### config.mk
export PLATFORM = sky130hd
export DESIGN_NAME = memory_matrix_round_ctrl_flat
export DESIGN_NICKNAME = d
export VERILOG_FILES = /design/src/rtl/memory_matrix_round_ctrl_pkg.sv /design/src/rtl/memory_matrix_round_ctrl_if.sv /design/src/rtl/memory_matrix_round_ctrl_phase_timer.sv /design/src/rtl/memory_matrix_round_ctrl.sv /design/src/flat_wrapper.sv
export SDC_FILE = /design/constraint.sdc
export NUM_CORES = 1
export LEC_CHECK = 0
export ABC_CLOCK_PERIOD_IN_PS = 2400
export BUFFER_PORTS_ARGS = -buffer_cell sky130_fd_sc_hd__buf_2
export CAP_MARGIN = 30
export CORE_ASPECT_RATIO = 0.9
export CORE_MARGIN = 1
export CORE_UTILIZATION = 45
export DETAILED_ROUTE_END_ITERATION = 7
export PLACE_DENSITY = 0.62
export SETUP_SLACK_MARGIN = 0.3
export SLEW_MARGIN = 20
export SYNTH_ARGS = -nofsm -noshare
export SYNTH_HDL_FRONTEND = slang
export SYNTH_SLANG_ARGS = --single-unit
export TNS_END_PERCENT = 10
### constraint.sdc
create_clock -name clk -period 2.4 [get_ports clk]
set_input_delay 0.24 -clock clk [delete_from_list [all_inputs] [get_ports clk]]
set_output_delay 0.24 -clock clk [all_outputs]
set_load 0.005 [all_outputs]
### src/rtl/memory_matrix_round_ctrl_pkg.sv
// Shared state encoding and default sizing for the Memory Matrix round controller.
package memory_matrix_pkg;

  localparam int BOARD_W_DEF = 8;
  localparam int IDX_W_DEF   = 3;
  localparam int LIVES_DEF   = 3;
  localparam int STATE_W     = 3;
  localparam int TIMER_W     = 32;

  typedef enum logic [STATE_W-1:0] {
    S_IDLE  = 3'd0,
    S_GEN   = 3'd1,
    S_LATCH = 3'd2,
    S_SHOW  = 3'd3,
    S_INPUT = 3'd4,
    S_WIN   = 3'd5,
    S_MISS  = 3'd6,
    S_OVER  = 3'd7
  } state_t;

endpackage

### src/rtl/memory_matrix_round_ctrl_if.sv
// Key/switch inputs, datapath board and LED/score outputs of the round controller.
interface memory_matrix_round_ctrl_if
  import memory_matrix_pkg::*;
#(
  parameter int BOARD_W = BOARD_W_DEF,
  parameter int IDX_W   = IDX_W_DEF,
  parameter int SCORE_W = 8
);

  logic               start;
  logic [BOARD_W-1:0] board_in;
  logic               sel_valid;
  logic [IDX_W-1:0]   sel_idx;
  logic               ld_board;
  logic [BOARD_W-1:0] led_board;
  logic [SCORE_W-1:0] score;
  logic [2:0]         lives;
  logic               round_won;
  logic               life_lost;
  logic               game_over;

  modport master (
    input  start, board_in, sel_valid, sel_idx,
    output ld_board, led_board, score, lives, round_won, life_lost, game_over
  );

  modport slave (
    output start, board_in, sel_valid, sel_idx,
    input  ld_board, led_board, score, lives, round_won, life_lost, game_over
  );

endinterface

### src/rtl/memory_matrix_round_ctrl_phase_timer.sv
// Shared phase counter for the show and input windows; clear wins over enable.
module phase_timer
  import memory_matrix_pkg::*;
#(
  parameter int W = TIMER_W
) (
  input  logic         clk,
  input  logic         reset,
  input  logic         clr_i,
  input  logic         en_i,
  input  logic [W-1:0] terminal_i,
  output logic         tc_o
);

  logic [W-1:0] cnt_q, cnt_d;

  always_comb begin
    cnt_d = cnt_q;
    if (clr_i) begin
      cnt_d = '0;
    end else if (en_i) begin
      cnt_d = cnt_q + W'(1);
    end
  end

  always_ff @(posedge clk or posedge reset) begin
    if (reset) begin
      cnt_q <= '0;
    end else begin
      cnt_q <= cnt_d;
    end
  end

  assign tc_o = (cnt_q == terminal_i);

endmodule

### src/rtl/memory_matrix_round_ctrl.sv
// Round sequencer: fetch a board, show it, score tile picks, track score and lives.
module memory_matrix_round_ctrl
  import memory_matrix_pkg::*;
#(
  parameter int BOARD_W      = BOARD_W_DEF,
  parameter int IDX_W        = IDX_W_DEF,
  parameter int SHOW_CYCLES  = 50000000,
  parameter int INPUT_CYCLES = 500000000,
  parameter int LIVES        = LIVES_DEF,
  parameter int SCORE_W      = 8
) (
  input logic                       clk,
  input logic                       reset,
  memory_matrix_round_ctrl_if.master bus
);

  state_t               state_q, state_d;
  logic [BOARD_W-1:0]   board_q, board_d;
  logic [BOARD_W-1:0]   found_q, found_d;
  logic [SCORE_W-1:0]   score_q, score_d;
  logic [2:0]           lives_q, lives_d;

  logic                 timerClr, timerEn, timerTc;
  logic [TIMER_W-1:0]   terminal;
  logic                 pickInRange, pickOnBoard, pickNew;
  logic [BOARD_W-1:0]   pickMask, foundNext;
  logic [BOARD_W-1:0]   ledBoard;

  // An index past the last tile can only exist when the index field is wider than needed.
  if ((1 << IDX_W) > BOARD_W) begin : g_range
    assign pickInRange = int'(bus.sel_idx) < BOARD_W;
  end else begin : g_full
    assign pickInRange = 1'b1;
  end

  assign pickMask    = pickInRange ? (BOARD_W'(1) << bus.sel_idx) : '0;
  assign pickOnBoard = |(pickMask & board_q);
  assign pickNew     = |(pickMask & board_q & ~found_q);
  assign foundNext   = found_q | pickMask;

  assign terminal = (state_q == S_SHOW) ? TIMER_W'(SHOW_CYCLES - 1)
                                        : TIMER_W'(INPUT_CYCLES - 1);

  phase_timer #(.W(TIMER_W)) u_timer (
    .clk        (clk),
    .reset      (reset),
    .clr_i      (timerClr),
    .en_i       (timerEn),
    .terminal_i (terminal),
    .tc_o       (timerTc)
  );

  always_comb begin
    state_d  = state_q;
    board_d  = board_q;
    found_d  = found_q;
    score_d  = score_q;
    lives_d  = lives_q;
    timerClr = 1'b0;
    timerEn  = 1'b0;
    unique case (state_q)
      S_IDLE: begin
        if (bus.start) begin
          state_d = S_GEN;
          score_d = '0;
          lives_d = 3'(LIVES);
        end
      end
      S_GEN: begin
        state_d = S_LATCH;
      end
      S_LATCH: begin
        board_d  = bus.board_in;
        found_d  = '0;
        timerClr = 1'b1;
        state_d  = (bus.board_in == '0) ? S_GEN : S_SHOW;
      end
      S_SHOW: begin
        timerEn = 1'b1;
        if (timerTc) begin
          timerClr = 1'b1;
          state_d  = S_INPUT;
        end
      end
      S_INPUT: begin
        timerEn = 1'b1;
        // A pick on the terminal cycle overrides the timeout; if it does not end the round the window restarts.
        if (bus.sel_valid) begin
          if (!pickOnBoard) begin
            state_d = S_MISS;
          end else begin
            if (pickNew) begin
              found_d = foundNext;
            end
            if (foundNext == board_q) begin
              state_d = S_WIN;
            end else if (timerTc) begin
              timerClr = 1'b1;
            end
          end
        end else if (timerTc) begin
          state_d = S_MISS;
        end
      end
      S_WIN: begin
        if (score_q != '1) begin
          score_d = score_q + SCORE_W'(1);
        end
        state_d = S_GEN;
      end
      S_MISS: begin
        lives_d = lives_q - 3'd1;
        state_d = (lives_q == 3'd1) ? S_OVER : S_GEN;
      end
      S_OVER: begin
        if (bus.start) begin
          state_d = S_IDLE;
        end
      end
      default: begin
        state_d = S_IDLE;
      end
    endcase
  end

  always_ff @(posedge clk or posedge reset) begin
    if (reset) begin
      state_q <= S_IDLE;
      board_q <= '0;
      found_q <= '0;
      score_q <= '0;
      lives_q <= 3'(LIVES);
    end else begin
      state_q <= state_d;
      board_q <= board_d;
      found_q <= found_d;
      score_q <= score_d;
      lives_q <= lives_d;
    end
  end

  // Outputs decode registered state only, so no input reaches an output combinationally.
  always_comb begin
    ledBoard = '0;
    unique case (state_q)
      S_SHOW:  ledBoard = board_q;
      S_INPUT: ledBoard = found_q;
      S_OVER:  ledBoard = board_q;
      default: ledBoard = '0;
    endcase
  end

  assign bus.ld_board  = (state_q == S_GEN);
  assign bus.led_board = ledBoard;
  assign bus.score     = score_q;
  assign bus.lives     = lives_q;
  assign bus.round_won = (state_q == S_WIN);
  assign bus.life_lost = (state_q == S_MISS);
  assign bus.game_over = (state_q == S_OVER);

endmodule

### src/flat_wrapper.sv
// flat-port wrapper written by rule: the top's interface ports become plain ports
module memory_matrix_round_ctrl_flat import memory_matrix_pkg::*;
#(
  parameter int BOARD_W      = BOARD_W_DEF,
  parameter int IDX_W        = IDX_W_DEF,
  parameter int SHOW_CYCLES  = 50000000,
  parameter int INPUT_CYCLES = 500000000,
  parameter int LIVES        = LIVES_DEF,
  parameter int SCORE_W      = 8
)
  (clk, reset, bus_start, bus_board_in, bus_sel_valid, bus_sel_idx, bus_ld_board, bus_led_board, bus_score, bus_lives, bus_round_won, bus_life_lost, bus_game_over);
  memory_matrix_round_ctrl_if #(.BOARD_W(BOARD_W), .IDX_W(IDX_W), .SCORE_W(SCORE_W)) bus_i ();
  input logic clk;
  input logic reset;
  input wire logic [$bits(bus_i.start)-1:0] bus_start;
  input wire logic [$bits(bus_i.board_in)-1:0] bus_board_in;
  input wire logic [$bits(bus_i.sel_valid)-1:0] bus_sel_valid;
  input wire logic [$bits(bus_i.sel_idx)-1:0] bus_sel_idx;
  output wire logic [$bits(bus_i.ld_board)-1:0] bus_ld_board;
  output wire logic [$bits(bus_i.led_board)-1:0] bus_led_board;
  output wire logic [$bits(bus_i.score)-1:0] bus_score;
  output wire logic [$bits(bus_i.lives)-1:0] bus_lives;
  output wire logic [$bits(bus_i.round_won)-1:0] bus_round_won;
  output wire logic [$bits(bus_i.life_lost)-1:0] bus_life_lost;
  output wire logic [$bits(bus_i.game_over)-1:0] bus_game_over;
  assign bus_i.start = bus_start;
  assign bus_i.board_in = bus_board_in;
  assign bus_i.sel_valid = bus_sel_valid;
  assign bus_i.sel_idx = bus_sel_idx;
  assign bus_ld_board = bus_i.ld_board;
  assign bus_led_board = bus_i.led_board;
  assign bus_score = bus_i.score;
  assign bus_lives = bus_i.lives;
  assign bus_round_won = bus_i.round_won;
  assign bus_life_lost = bus_i.life_lost;
  assign bus_game_over = bus_i.game_over;
  memory_matrix_round_ctrl #(.BOARD_W(BOARD_W), .IDX_W(IDX_W), .SHOW_CYCLES(SHOW_CYCLES), .INPUT_CYCLES(INPUT_CYCLES), .LIVES(LIVES), .SCORE_W(SCORE_W)) u_core (.clk(clk), .reset(reset), .bus(bus_i));
endmodule
==> flow_summary.json <==
{
  "synthSimpleGateAreaFrac_pct": 32.4,
  "start_kind": "register",
  "crit_path_cell_trace": "or4b_4 > or4_4 > nor3b_4 > o21ai_2 > o31ai_4 > buf_6 > clkbuf_16 > nor2_2",
  "syn_avg_cell_area_um2": 9.14,
  "rows": 31,
  "synth.net_count": 441,
  "die_h_um": 89.9,
  "critPathKind": "register to register",
  "route.vias.total": 3274,
  "finalHoldViolCount": 0,
  "synth_compound_area_share_pct": 13.4,
  "violations": "negative setup slack",
  "drtPass1Iterations": 4,
  "post_route_cells_drive_above_1_share_pct": 29.4,
  "r2r_setup_slack_ns": -0.04,
  "critPathCapture": "u_core.u_timer.cnt_q[19]$_DFFE_PP0P_",
  "grt_overflow": 0,
  "fin_area_um2": 4680,
  "yosys-mux-area-fraction_pct": 1.10,
  "grt_pass1_vias": 3064,
  "antenna_found_initial": 0,
  "dieArea_um2": 8950,
  "numCtsBuffers": 9,
  "synthCells": 422,
  "ys_ff_latch": 62,
  "drc": 0,
  "max-slew-margin-rel_pct": 72.2,
  "place_area_um2": 4310,
  "diodes": 0,
  "hpwl_um": 6250,
  "power.leakage_nw": 2.06,
  "finalCriticalPeriod_ns": 2.44,
  "initial_core_util_pct": 47.1,
  "globalplace.congestion": 0.849,
  "synth_top_family_by_area": "simple AND/OR/NAND/NOR gates",
  "numPortBuffers": 37,
  "cts_buffer_depth": 2,
  "crit_path_start": "u_core.u_timer.cnt_q[8]$_DFFE_PP0P_",
  "final_util_pct": 57.1,
  "track_usage_pct": 21.2,
  "fin_worst_skew_ns": 0.0103,
  "synth_cell_types": 68,
  "wl_per_cell_um": 15.2,
  "p_total_mw": 3.75,
  "status": "finished, violations left",
  "finalSetupViolCount": 22,
  "synth_seq_area_share_pct": 40.3,
  "min_period_over_period_pct": 101,
  "rsz0062_at_grt": "true",
  "irDropWorstVdd_mv": 0.611,
  "critPathCaptureType": "register",
  "synth-edff-count": 0,
  "top_level_ports": 38,
  "core_area_um2": 8180,
  "fin_ws_ns": -0.0351,
  "dieWidth_um": 99.6,
  "pre_cts_slack_ns": 0.00404,
  "drt_iter0_markers": 172,
  "cts_htree_levels": 3,
  "crit_fanout": 11,
  "cpPeakStageDelay_ns": 0.55,
  "place_inst": 581,
  "vias_per_cell": 5.44,
  "drv_slew": 0,
  "drv_cap": 0,
  "holdWs_ns": 0.106,
  "grt_first_pass_wirelength_um": 14900,
  "cts_root_buf": "clkbuf_8",
  "holdCritPathClass": "input pin to register",
  "synthArstFlopShare_pct": 100,
  "arrival_ns": 2.66,
  "power_density_nw_per_um2": 802,
  "stdcell_count": 602,
  "fmax_mhz": 411,
  "crit_slowest_cell": "or4b_4",
  "worst_pin_slew_ns": 0.407,
  "synth-main-ff-cell": "dfrtp_1",
  "cts_tree": "yes",
  "synth_area_um2": 3860,
  "synth_fa_ha_area_share_pct": 1.30,
  "grt_max_degree": 63,
  "synthXorXnorAreaFrac_pct": 7.94,
  "nets": 501,
  "clk-insertion-delay-late_ns": 0.34,
  "area_delta_synth_final_pct": 21.2,
  "ys.warnings.count": 0,
  "critPathRequiredTime_ns": 2.63,
  "cts_sinks": 62,
  "routed_wl_um": 9130,
  "final.setup.tns_ns": -0.478,
  "rr_startpoint": "u_core.u_timer.cnt_q[8]$_DFFE_PP0P_",
  "cts.clk_slew.worst_paths_ns": 0.07,
  "rr_endpoint": "u_core.u_timer.cnt_q[19]$_DFFE_PP0P_",
  "r2r_cells": 8,
  "ant_nets": 0
}
==> power by group <==
group / switching (mW) / leakage [nW] / internal [mW]
clock: 0.411 / 0.0904 / 0.478
combinational: 0.797 / 1.13 / 0.641
sequential: 0.214 / 0.835 / 1.21
==> critical path: cells and delay by family (launching register included) <==
| kind | cells | cell delay, ns |
|---|---|---|
| simple gates | 4 | 1.30 |
| flops | 1 | 0.38 |
| buf+inv | 2 | 0.35 |
| compound gates | 2 | 0.30 |
==> layout by cell type, fill, tap and decap left out, drive strengths merged, types with 13 or more instances in the layout <==
cell and n:
buf 65, dfrtp 60, nor2 54, nand2 52, xor2 20, nand3 17, o21ai 17, xnor2 15
clkbuf 14, a21oi 13
==> state kept, by name, indices dropped and copies added (netlist names) <==
register / count
u_core.board_q: 8
u_core.state_q: 3
u_core.found_q: 8
u_core.bus.score: 8
u_core.bus.lives: 3
u_core.u_timer.cnt_q: 32
==> cells in the mapped netlist, types with 4 or more instances <==
library cell / instances / area (µm²)
and4b_1: 5 / 50.1
nand2b_1: 4 / 25.0
a21oi_1: 13 / 65.1
and4_1: 4 / 35.0
nor4bb_1: 4 / 40.0
o21ai_0: 16 / 80.1
clkbuf_1: 13 / 48.8
a22o_1: 6 / 52.6
nor2b_1: 4 / 25.0
dfrtp_1: 60 / 1500
and3_1: 4 / 25.0
or3_1: 5 / 31.3
inv_1: 11 / 41.3
xnor2_1: 15 / 131
nand3_1: 17 / 85.1
nor3b_1: 8 / 60.1
ha_1: 4 / 50.1
nand3b_1: 8 / 60.1
nand2_1: 52 / 195
nor2_2: 30 / 188
o21a_1: 5 / 37.5
nor3_1: 10 / 50.1
xor2_1: 20 / 175
and2_1: 6 / 37.5
nor2_1: 24 / 90.1
nand4_1: 6 / 37.5
==> layout make-up <==
| type | instances | area, µm² |
|---|---|---|
| clock buffer | 12 | 135 |
| clock inverter | 4 | 47.5 |
| fill | 773 | 3510 |
| inverter | 11 | 41.3 |
| multi-input combinational | 330 | 2250 |
| sequential | 62 | 1560 |
| tap | 115 | 144 |
| timing repair buffer | 68 | 499 |
==> routing by layer <==
layer | part of all wire, % | routed length (µm) | vias to the layer above | track usage (%)
li1 | - | - | 1624 | -
met1 | 49 | 4490 | 1572 | 30.3
met2 | 46 | 4180 | 67 | 32.3
met3 | 4.2 | 381 | 11 | 5.37
met4 | 0.95 | 87 | 0 | 4.41
met5 | 0 | 0 | - | 0
==> what timing repair did <==
action / 4_1_cts / 5_1_grt
pin swaps: 1 / 11
gates resized for setup: 7 / 20
hold buffers: 1 / 0
setup buffers: 1 / 1
hold endpoints to repair: 60 / 0
gates cloned: 0 / 2
setup endpoints to repair: 44 / 45
==> cells by family (layout without fill, tap and decap cells) <==
kind of cell | count (synthesis) | after routing
AND/OR/NAND/NOR | 215 | 215
AO/OA/AOI/OAI | 72 | 72
flip-flops | 62 | 62
XOR/XNOR | 35 | 35
buffers and inverters | 30 | 95
adder cells (fa/ha/maj) | 4 | 4
multiplexers | 4 | 4
==> worst min path at each step <==
stage,start,end,slack [ns],depth (start not counted)
2_1_floorplan,bus_board_in[0],u_core.board_q[0]$_DFFE_PP0N_,0.35,2
3_3_place_gp,reset,u_core.u_timer.cnt_q[22]$_DFFE_PP0P_,0.33,3
3_5_place_dp,reset,u_core.u_timer.cnt_q[22]$_DFFE_PP0P_,0.33,3
4_1_cts,bus_board_in[7],u_core.board_q[7]$_DFFE_PP0N_,0.09,3
5_1_grt,bus_board_in[7],u_core.board_q[7]$_DFFE_PP0N_,0.11,3
6_report,bus_board_in[7],u_core.board_q[7]$_DFFE_PP0N_,0.11,3
No activity file was read; power rests on OpenSTA's default activity.
